**src/rtl/ad5328_pkg.sv**
```systemverilog
// ad5328_pkg: shared widths, code/channel types and controller states
package ad5328_pkg;
  localparam int NUM_CH = 32;
  localparam int DAC_W = 12;
  typedef logic [DAC_W-1:0] code_t;
  typedef logic [$clog2(NUM_CH)-1:0] ch_t;
  typedef enum logic [2:0] {IDLE, STEP, START, WAIT_LDAC, DONE} state_t;
endpackage

```
**src/rtl/ad5328_ctrl_if.sv**
```systemverilog
// ad5328_ctrl_if: controller-to-driver bus (codes, start pulse, ldac completion)
interface ad5328_ctrl_if;
  ad5328_pkg::code_t [ad5328_pkg::NUM_CH-1:0] dac_data;
  logic dac_update;
  logic dac_ldac_n;
  modport master(output dac_data, dac_update, input dac_ldac_n);
  modport slave(input dac_data, dac_update, output dac_ldac_n);
endinterface

```
**src/rtl/ad5328_ramp_step.sv**
```systemverilog
// ad5328_ramp_step: next code moving current toward target by at most step
module ad5328_ramp_step
  import ad5328_pkg::*;
(
  input  code_t cur_i,
  input  code_t tgt_i,
  input  code_t step_i,
  output code_t nxt_o
);
  logic  up;
  code_t diff;
  assign up = tgt_i > cur_i;
  assign diff = up ? tgt_i - cur_i : cur_i - tgt_i;
  // the far-branch sums cannot wrap because diff > step there
  assign nxt_o = (step_i == '0 || diff <= step_i) ? tgt_i : up ? cur_i + step_i : cur_i - step_i;
endmodule

```
**src/rtl/ad5328_ctrl.sv**
```systemverilog
// ad5328_ctrl: 32-channel DAC code uploader with refresh, timeout and optional ramp (AD5328_CTRL_RAMP_EN)
module ad5328_ctrl
  import ad5328_pkg::*;
#(
  parameter int TIMEOUT_CYCLES = 4096,
  parameter int REFRESH_W = 16
) (
  input  logic                 dtc_clk,
  input  logic                 rst,
  input  logic                 wr_en,
  input  ch_t                  wr_addr,
  input  code_t                wr_data,
  input  ch_t                  rd_addr,
  output code_t                rd_data,
  input  logic                 update_req,
  input  logic [REFRESH_W-1:0] refresh_period,
  input  code_t                ramp_step,
  input  logic                 err_clr,
  ad5328_ctrl_if.master        dac,
  output logic                 busy,
  output logic                 done,
  output logic                 ramp_active,
  output logic                 err
);
  localparam int TW = $clog2(TIMEOUT_CYCLES + 1);
  state_t                 state_q, state_d;
  ch_t                    ch_q, ch_d;
  logic                   req_q, req_d;
  logic [REFRESH_W-1:0]   rcnt_q, rcnt_d;
  logic [TW-1:0]          tmo_q, tmo_d;
  logic                   err_q, err_d;
  code_t [NUM_CH-1:0]     tgt_q, tgt_d, cur_q, cur_d;
  code_t                  rd_data_q, nxt_code;
  logic                   expire, go;
`ifdef AD5328_CTRL_RAMP_EN
  ad5328_ramp_step u_ramp (
    .cur_i (cur_q[ch_q]),
    .tgt_i (tgt_q[ch_q]),
    .step_i(ramp_step),
    .nxt_o (nxt_code)
  );
  assign ramp_active = cur_q != tgt_q;
`else
  logic unused_ramp_step;
  assign unused_ramp_step = ^ramp_step;
  assign nxt_code = tgt_q[ch_q];
  assign ramp_active = 1'b0;
`endif
  assign expire = (refresh_period != '0) && (rcnt_q >= refresh_period - REFRESH_W'(1));
  assign go = req_q | update_req | expire | ramp_active;
  assign dac.dac_data = cur_q;
  assign dac.dac_update = state_q == START;
  assign busy = state_q != IDLE;
  assign done = state_q == DONE;
  assign err = err_q;
  assign rd_data = rd_data_q;
  always_comb begin
    state_d = state_q;
    ch_d = ch_q;
    req_d = req_q | update_req;
    rcnt_d = '0;
    tmo_d = '0;
    err_d = err_clr ? 1'b0 : err_q;
    tgt_d = tgt_q;
    cur_d = cur_q;
    if (wr_en) tgt_d[wr_addr] = wr_data;
    case (state_q)
      IDLE: if (go) begin
        state_d = STEP;
        req_d = 1'b0;
      end else rcnt_d = rcnt_q + REFRESH_W'(1);
      STEP: begin
        cur_d[ch_q] = nxt_code;
        ch_d = ch_q + ch_t'(1);
        state_d = ch_q == '1 ? START : STEP;
      end
      START: state_d = WAIT_LDAC;
      WAIT_LDAC: if (!dac.dac_ldac_n) state_d = DONE;
      else if (tmo_q == TW'(TIMEOUT_CYCLES - 1)) begin
        state_d = IDLE;
        err_d = 1'b1;
      end else tmo_d = tmo_q + TW'(1);
      default: state_d = IDLE;
    endcase
  end
  always_ff @(posedge dtc_clk) begin
    if (rst) begin
      state_q <= IDLE;
      ch_q <= '0;
      req_q <= 1'b0;
      rcnt_q <= '0;
      tmo_q <= '0;
      err_q <= 1'b0;
      tgt_q <= '0;
      cur_q <= '0;
      rd_data_q <= '0;
    end else begin
      state_q <= state_d;
      ch_q <= ch_d;
      req_q <= req_d;
      rcnt_q <= rcnt_d;
      tmo_q <= tmo_d;
      err_q <= err_d;
      tgt_q <= tgt_d;
      cur_q <= cur_d;
      rd_data_q <= cur_q[rd_addr];
    end
  end
endmodule
```
**src/flat_wrapper.sv**
```systemverilog
// flat-port wrapper written by rule: the top's interface ports become plain ports
module ad5328_ctrl_flat import ad5328_pkg::*;
#(
  parameter int TIMEOUT_CYCLES = 4096,
  parameter int REFRESH_W = 16
)
  (dtc_clk, rst, wr_en, wr_addr, wr_data, rd_addr, rd_data, update_req, refresh_period, ramp_step, err_clr, busy, done, ramp_active, err, dac_dac_data, dac_dac_update, dac_dac_ldac_n);
  ad5328_ctrl_if dac_i ();
  input  logic dtc_clk;
  input  logic rst;
  input  logic wr_en;
  input  ch_t wr_addr;
  input  code_t wr_data;
  input  ch_t rd_addr;
  output code_t rd_data;
  input  logic update_req;
  input  logic [REFRESH_W-1:0] refresh_period;
  input  code_t ramp_step;
  input  logic err_clr;
  output logic busy;
  output logic done;
  output logic ramp_active;
  output logic err;
  output wire logic [$bits(dac_i.dac_data)-1:0] dac_dac_data;
  output wire logic [$bits(dac_i.dac_update)-1:0] dac_dac_update;
  input wire logic [$bits(dac_i.dac_ldac_n)-1:0] dac_dac_ldac_n;
  assign dac_dac_data = dac_i.dac_data;
  assign dac_dac_update = dac_i.dac_update;
  assign dac_i.dac_ldac_n = dac_dac_ldac_n;
  ad5328_ctrl #(.TIMEOUT_CYCLES(TIMEOUT_CYCLES), .REFRESH_W(REFRESH_W)) u_core (.dtc_clk(dtc_clk), .rst(rst), .wr_en(wr_en), .wr_addr(wr_addr), .wr_data(wr_data), .rd_addr(rd_addr), .rd_data(rd_data), .update_req(update_req), .refresh_period(refresh_period), .ramp_step(ramp_step), .err_clr(err_clr), .dac(dac_i), .busy(busy), .done(done), .ramp_active(ramp_active), .err(err));
endmodule
```
**config.mk**
```make
export PLATFORM = sky130hd
export DESIGN_NAME = ad5328_ctrl_flat
export DESIGN_NICKNAME = d
export VERILOG_FILES = /design/src/rtl/ad5328_pkg.sv /design/src/rtl/ad5328_ctrl_if.sv /design/src/rtl/ad5328_ramp_step.sv /design/src/rtl/ad5328_ctrl.sv /design/src/flat_wrapper.sv
export SDC_FILE = /design/constraint.sdc
export NUM_CORES = 2
export LEC_CHECK = 0
export CORE_ASPECT_RATIO = 1.25
export CORE_MARGIN = 8
export CORE_UTILIZATION = 35
export CTS_BUF_LIST = sky130_fd_sc_hd__clkbuf_4
export CTS_CLUSTER_SIZE = 14
export DETAILED_ROUTE_END_ITERATION = 7
export HOLD_SLACK_MARGIN = 0.08
export PLACE_DENSITY = 0.67
export SETUP_SLACK_MARGIN = 0.3
export SLEW_MARGIN = 20
export SYNTH_ARGS = -nofsm -noshare
export SYNTH_HDL_FRONTEND = slang
export SYNTH_HIERARCHICAL = 1
export SYNTH_SLANG_ARGS = --single-unit
```
**constraint.sdc**
```tcl
create_clock -name dtc_clk -period 8.6 [get_ports dtc_clk]
set_clock_uncertainty 0.05 [all_clocks]
set_input_delay 1.29 -clock dtc_clk [delete_from_list [all_inputs] [get_ports dtc_clk]]
set_output_delay 1.29 -clock dtc_clk [all_outputs]
set_load 0.02 [all_outputs]
```
* Word level (Yosys, flattened, before mapping)
Index checks and enable logic that the tools add are counted.
Word-level totals: register bits 819, input port bits 56, output and inout bits 401, logic and storage cells 124
Cells by class: $add $sub $neg 4, $lt $le $gt $ge 6, equality and inequality tests 8, multiplexer cells 21, bitwise logic cells 5, reduce and logical (&&, ||, !) cells 9
Operator list (count):
- 384-bit bitwise mux | 2
- 12-bit binary-select mux with 5-bit select | 2
- 12-bit demux with 5-bit select | 2
- 12-bit 2-to-1 mux | 4
- 5-bit by 6-bit less-than comparator with 1-bit output (second input constant) | 3
- 16-bit by 1-bit adder with 16-bit output (second input constant) | 1
- 16-bit greater-or-equal comparator | 1
- 16-bit nonzero test | 1
- 16-bit by 1-bit subtractor with 16-bit output (second input constant) | 1
- 13-bit by 1-bit adder with 13-bit output (second input constant) | 1
- 13-bit by 12-bit equality test with 1-bit output (second input constant) | 1
- 3-bit one-hot mux with 4 select lines | 1
- 5-bit by 1-bit greater-or-equal comparator with 1-bit output (second input constant) | 2
- 3-bit 2-to-1 mux | 3
- 3-bit by 2-bit equality test with 1-bit output (second input constant) | 2
- 1-bit 2-to-1 mux | 6
- 5-bit by 1-bit adder with 5-bit output (second input constant) | 1
- 5-bit equality test (second input constant) | 1
- 4-bit OR reduction | 1
- 3-bit by 1-bit equality test with 1-bit output (second input constant) | 1
- 3-bit equality test (second input constant) | 1
- 1-bit logical AND | 3
- 3-bit zero test | 1
- 3-bit by 2-bit inequality test with 1-bit output (second input constant) | 1
- 7 further kinds | 10

* Logic depth before layout (Yosys ltp)
word-level depth 6, depth in mapped cells 12, depth with buffers taken out 11

* Least setup slack after synthesis
OpenSTA, ideal clock, no wires.
kind input-to-reg, from input port refresh_period[3], to register u_core.rcnt_q[10], library setup time 0.143 ns, arrival time 4.004 ns, slack 4.402 ns, cell stages on the path 12, cell sequence nor3_1 -> and3_1 -> nand2_1 -> nor4_1 -> xnor2_1 -> ha_1 -> nand4_1 -> or3_1 -> or4_1 -> o211ai_1 -> buf_2 -> a211oi_2
Between the ends: longest elaborated chain between the ends 5, elaborated cells between the ends (all ways) 6
RTL lines:
- from (decl) | line flat_wrapper.sv:17 | input logic [REFRESH_W-1:0] refresh_period;
- 16-bit by 1-bit subtractor with 16-bit output | line ad5328_ctrl.sv:49 | assign expire = (refresh_period != '0) && (rcnt_q >= refresh_period - REFRESH_W'(1));
- 16-bit greater-or-equal comparator | line ad5328_ctrl.sv:49
- 1-bit logical AND * | line ad5328_ctrl.sv:49
- 1-bit bitwise OR * | line ad5328_ctrl.sv:50 | assign go = req_q | update_req | expire | ramp_active;
- 3-bit OR reduction (no line) *
- to (signal assigned) | line ad5328_ctrl.sv:101 | rcnt_q <= rcnt_d;
- to (decl) | line ad5328_ctrl.sv:29 | logic [REFRESH_W-1:0] rcnt_q, rcnt_d;
Every way passes the cells marked *; elsewhere a longest branch is shown, timed or not. A chain may end at the register's enable or synchronous reset.

* Worst setup path in the final report
from register u_core.ch_q[1], to register u_core.cur_q, in the netlist u_core/dac.dac_data[348]
Between the ends: longest elaborated chain between the ends 5, elaborated cells between the ends (all ways) 8
RTL lines:
- from (decl) | line ad5328_ctrl.sv:27 | ch_t ch_q, ch_d;
- from (signal assigned) | line ad5328_ctrl.sv:99 | ch_q <= ch_d;
- 5-bit by 6-bit less-than comparator with 1-bit output (implied by the code) / 5-bit by 1-bit greater-or-equal comparator with 1-bit output (equally long branches) | line ad5328_ctrl.sv:73 | cur_d[ch_q] = nxt_code;
- 1-bit logical AND (implied by the code) | line ad5328_ctrl.sv:73
- 12-bit 2-to-1 mux (implied by the code) | line ad5328_ctrl.sv:73
- 12-bit demux with 5-bit select
- 384-bit bitwise mux * | line ad5328_ctrl.sv:73
- to (signal assigned) | line ad5328_ctrl.sv:105 | cur_q <= cur_d;
- to (decl) | line ad5328_ctrl.sv:32 | code_t [NUM_CH-1:0] tgt_q, tgt_d, cur_q, cur_d;
Every way passes the cells marked *; elsewhere a longest branch is shown, timed or not. The select of a mux whose other input is x is not followed.

==> out/qor.json <==
{
  "status": {
    "status": "finished clean"
  },
  "timing": {
    "max_slew.worst_pin.slew_ns": 1.28,
    "finalCriticalPeriod_ns": 4.43,
    "rsz0062_at_grt": "false",
    "max_freq_mhz": 226,
    "fin_crit_sh_pct": 51.6,
    "final_tns_setup_ns": 0,
    "timing.final.max_slew_violations": 0,
    "number_of_endpoints_failing_setup_at_the_final_stage": 0,
    "final-hold-violation-count": 0,
    "slew_headroom_pct": 14.9
  },
  "routing": {
    "wire_per_inst_um": 22.7,
    "avgViaCountPerCell": 5.46,
    "first_pass_iters": 6,
    "drtAntennaViolNets": 0,
    "detailedRoute.firstIterationViolations": 2800,
    "totalWireLength_um": 127000,
    "dr_total_vias": 30600,
    "drc": 0
  },
  "floorplan": {
    "die_h_um": 373,
    "die-width_um": 302,
    "start_util_pct": 35.2,
    "core_area_um2": 102000,
    "core.rowCount": 131,
    "die_area_um2": 113000,
    "pin_count": 457
  },
  "grt": {
    "grt_pass1_wl_um": 186000,
    "first_global_vias": 29100,
    "pin_count_of_the_biggest_net_entering_global_routing": 226,
    "grt-ovfl-total": 0,
    "grt_use_total_pct": 21.4,
    "antenna_found_initial": 7
  },
  "power": {
    "sw_frac_of_total_pct": 25.9,
    "powerDensity_nw_per_um2": 174,
    "cellInternalPower_mw": 5.56,
    "peakVddDrop_mv": 0.136,
    "total_switching_power_mw": 1.94,
    "power.share.sequential_pct": 51.3,
    "clock_power_share_pct": 42.2,
    "power_leakage_nw": 13.6,
    "power_mw": 7.51,
    "pwr-share-comb_pct": 6.4
  },
  "flow_run": {
    "cap_violations": 0
  },
  "final_layout": {
    "layout.filler_cells": 9969,
    "regArea_um2": 16400,
    "finish.net_count": 4207,
    "area_delta_synth_final_pct": 20.9,
    "drive_above_1_share_pct": 14.2,
    "fin_cells": 5598,
    "multi_input_comb_area_um2": 17700
  },
  "yosys": {
    "yosysWarnings": 6,
    "synth.cell_area_um2": 35700,
    "post_synth_inst_count": 3793,
    "seq_area_frac_synth_pct": 45.9,
    "syn_area_per_cell_um2": 9.42,
    "mappedNetlistNets": 3874,
    "yosysTopAreaCellShare_pct": 45.9,
    "synthTopCellsByArea": "dfxtp_1 (46%), mux2i_1 (10%), nor2_1 (6.9%)",
    "synth_cell_types": 51,
    "dominantRegCellSynth": "dfxtp_1",
    "cell_taking_the_most_area_after_synthesis": "dfxtp_1",
    "synth_enable_flop_cells": 0,
    "synthArstFlopShare_pct": 0,
    "ys_seq_elements": 819,
    "yosys.cell_count.top_type": "dfxtp_1",
    "synth_top_cells_by_count": "dfxtp_1 (819), nor2_1 (658), nand2_1 (391)"
  },
  "setup_path": {
    "crit_path_start": "u_core/ch_q[1]",
    "crit_arrival_ns": 5.28,
    "criticalPathCategory": "reg -> reg",
    "peak_fanout_along_the_critical_path": 51,
    "worst_setup_path_start_kind": "flop",
    "cp_data_required_time_ns": 9.44,
    "setup.reg_to_reg.worst_slack_ns": 4.17,
    "start_of_the_worst_register_to_register_path": "u_core/ch_q[1]",
    "endpoint_kind": "flop"
  },
  "clocking": {
    "cts_buffers": 200,
    "ctsLongestPathBuffers": 3,
    "post-cts-setup-buffers": 0,
    "cts_tree": "yes",
    "clk_root_buffer_cell": "clkbuf_4",
    "clk_latency_ns": 1.12,
    "path_clk_slew_ns": 0.06,
    "cts_hold_buffers": 0,
    "post_cts.resized_instances": 0,
    "cts_sinks": 819,
    "cts_htree_levels": 4
  },
  "placement": {
    "dp_cells": 5253,
    "routabilityCongestion": 0.905,
    "post-dp-hpwl_um": 86300,
    "io_buffer_count": 443
  },
  "min_path": {
    "min-delay-start": "u_core/tmo_q[12]",
    "min-delay-path-class": "reg -> reg"
  }
}
[registers in the layout, indices dropped and copies added, names as in the netlist]
name and count:
u_core/tgt_q 384, u_core/req_q 1, u_core/tmo_q 13, u_core/state_q 3, u_core/rcnt_q 16, u_core/dac.dac_data 384
u_core/err 1, u_core/ch_q 5, u_core/rd_data 12
[per-stage QoR]
stage / hold slack (ns) / instance area [um2] / util [%] / setup WS (ns)
after floorplan: 0.368 / 35700 / - / 4.40
after global placement: 0.382 / 40700 / 40.1 / 3.52
after detailed placement: 0.392 / 40700 / 40.1 / 3.48
after CTS: 0.402 / 43200 / 42.5 / 4.10
after global routing: 0.416 / 43200 / 42.5 / 4.05
final: 0.397 / 43200 / 42.5 / 4.17
[path summary, 6_finish.rpt]
kind,cells after the start,end
worst min-delay path,2,u_core/tmo_q[12]
worst max register to register,7,u_core/dac.dac_data[348]
worst min register to register,2,u_core/tmo_q[12]
worst max-delay path,7,u_core/dac.dac_data[348]
[metal layers]
layer | GRT usage, % | vias to the layer above | routed length (um) | part of all wire [%]
li1 | - | 14300 | - | -
met4 | 13.3 | 2 | 7810 | 6.2
met1 | 25.9 | 14600 | 51000 | 40
met5 | 0 | - | 13 | 0.010
met3 | 4.65 | 300 | 9620 | 7.6
met2 | 34.3 | 1368 | 58500 | 46
[worst max-delay path: stages, from the launching register on]
cell and delay, ns:
dfxtp_4 0.83, buf_4 0.84, mux2i_1 0.37, o22ai_1 0.17, or4_1 0.69, a221oi_4 0.69
buf_4 0.39, a211oi_1 0.11
[power by group through the flow]
stage	Sequential (mW)	Clock [mW]	Combinational, mW
2_1_floorplan	3.94	0	0.305
3_3_place_gp	3.94	0	0.474
3_5_place_dp	3.94	0	0.478
4_1_cts	3.85	3.27	0.479
5_1_grt	3.85	3.45	0.510
6_report	3.85	3.17	0.484
[layout by cell type, fill, tap and decap left out, types with 100 or more instances in the layout]
master / Yosys / routed
dfxtp_1: 819 / 818
nor2_1: 658 / 628
clkdlybuf4s50_1: 0 / 439
nand2_1: 391 / 391
mux2i_1: 371 / 371
a211oi_1: 320 / 320
clkbuf_4: 0 / 286
a21oi_1: 214 / 214
o22ai_1: 116 / 116
mux4_2: 100 / 100
[logic make-up (layout without fill, tap and decap cells)]
group                    after synthesis  in the layout  share of synthesized area [%]
XOR/XNOR                              41             41                           1.00
other                                  1              9                         0.0105
adder cells (fa/ha/maj)               25             25                          0.875
buffers and inverters                384            851                           5.09
AND/OR/NAND/NOR                     1285           1285                           15.2
AO/OA/AOI/OAI                        767            767                           15.3
flip-flops                           819            819                           45.9
multiplexers                         471            471                           16.7
[area by class of cell]
| class | instances | share of cell area [%] |
|---|---|---|
| diodes | 8 | 0.0463 |
| clock buffers | 286 | 4.97 |
| clock inverters | 50 | 0.651 |
| inverters | 10 | 0.0868 |
| multi-input cells | 2590 | 41.0 |
| flip-flops and latches | 819 | 37.9 |
| well taps | 1330 | 3.85 |
| repair buffers | 505 | 11.5 |
Power figures use the tool's default switching activity.
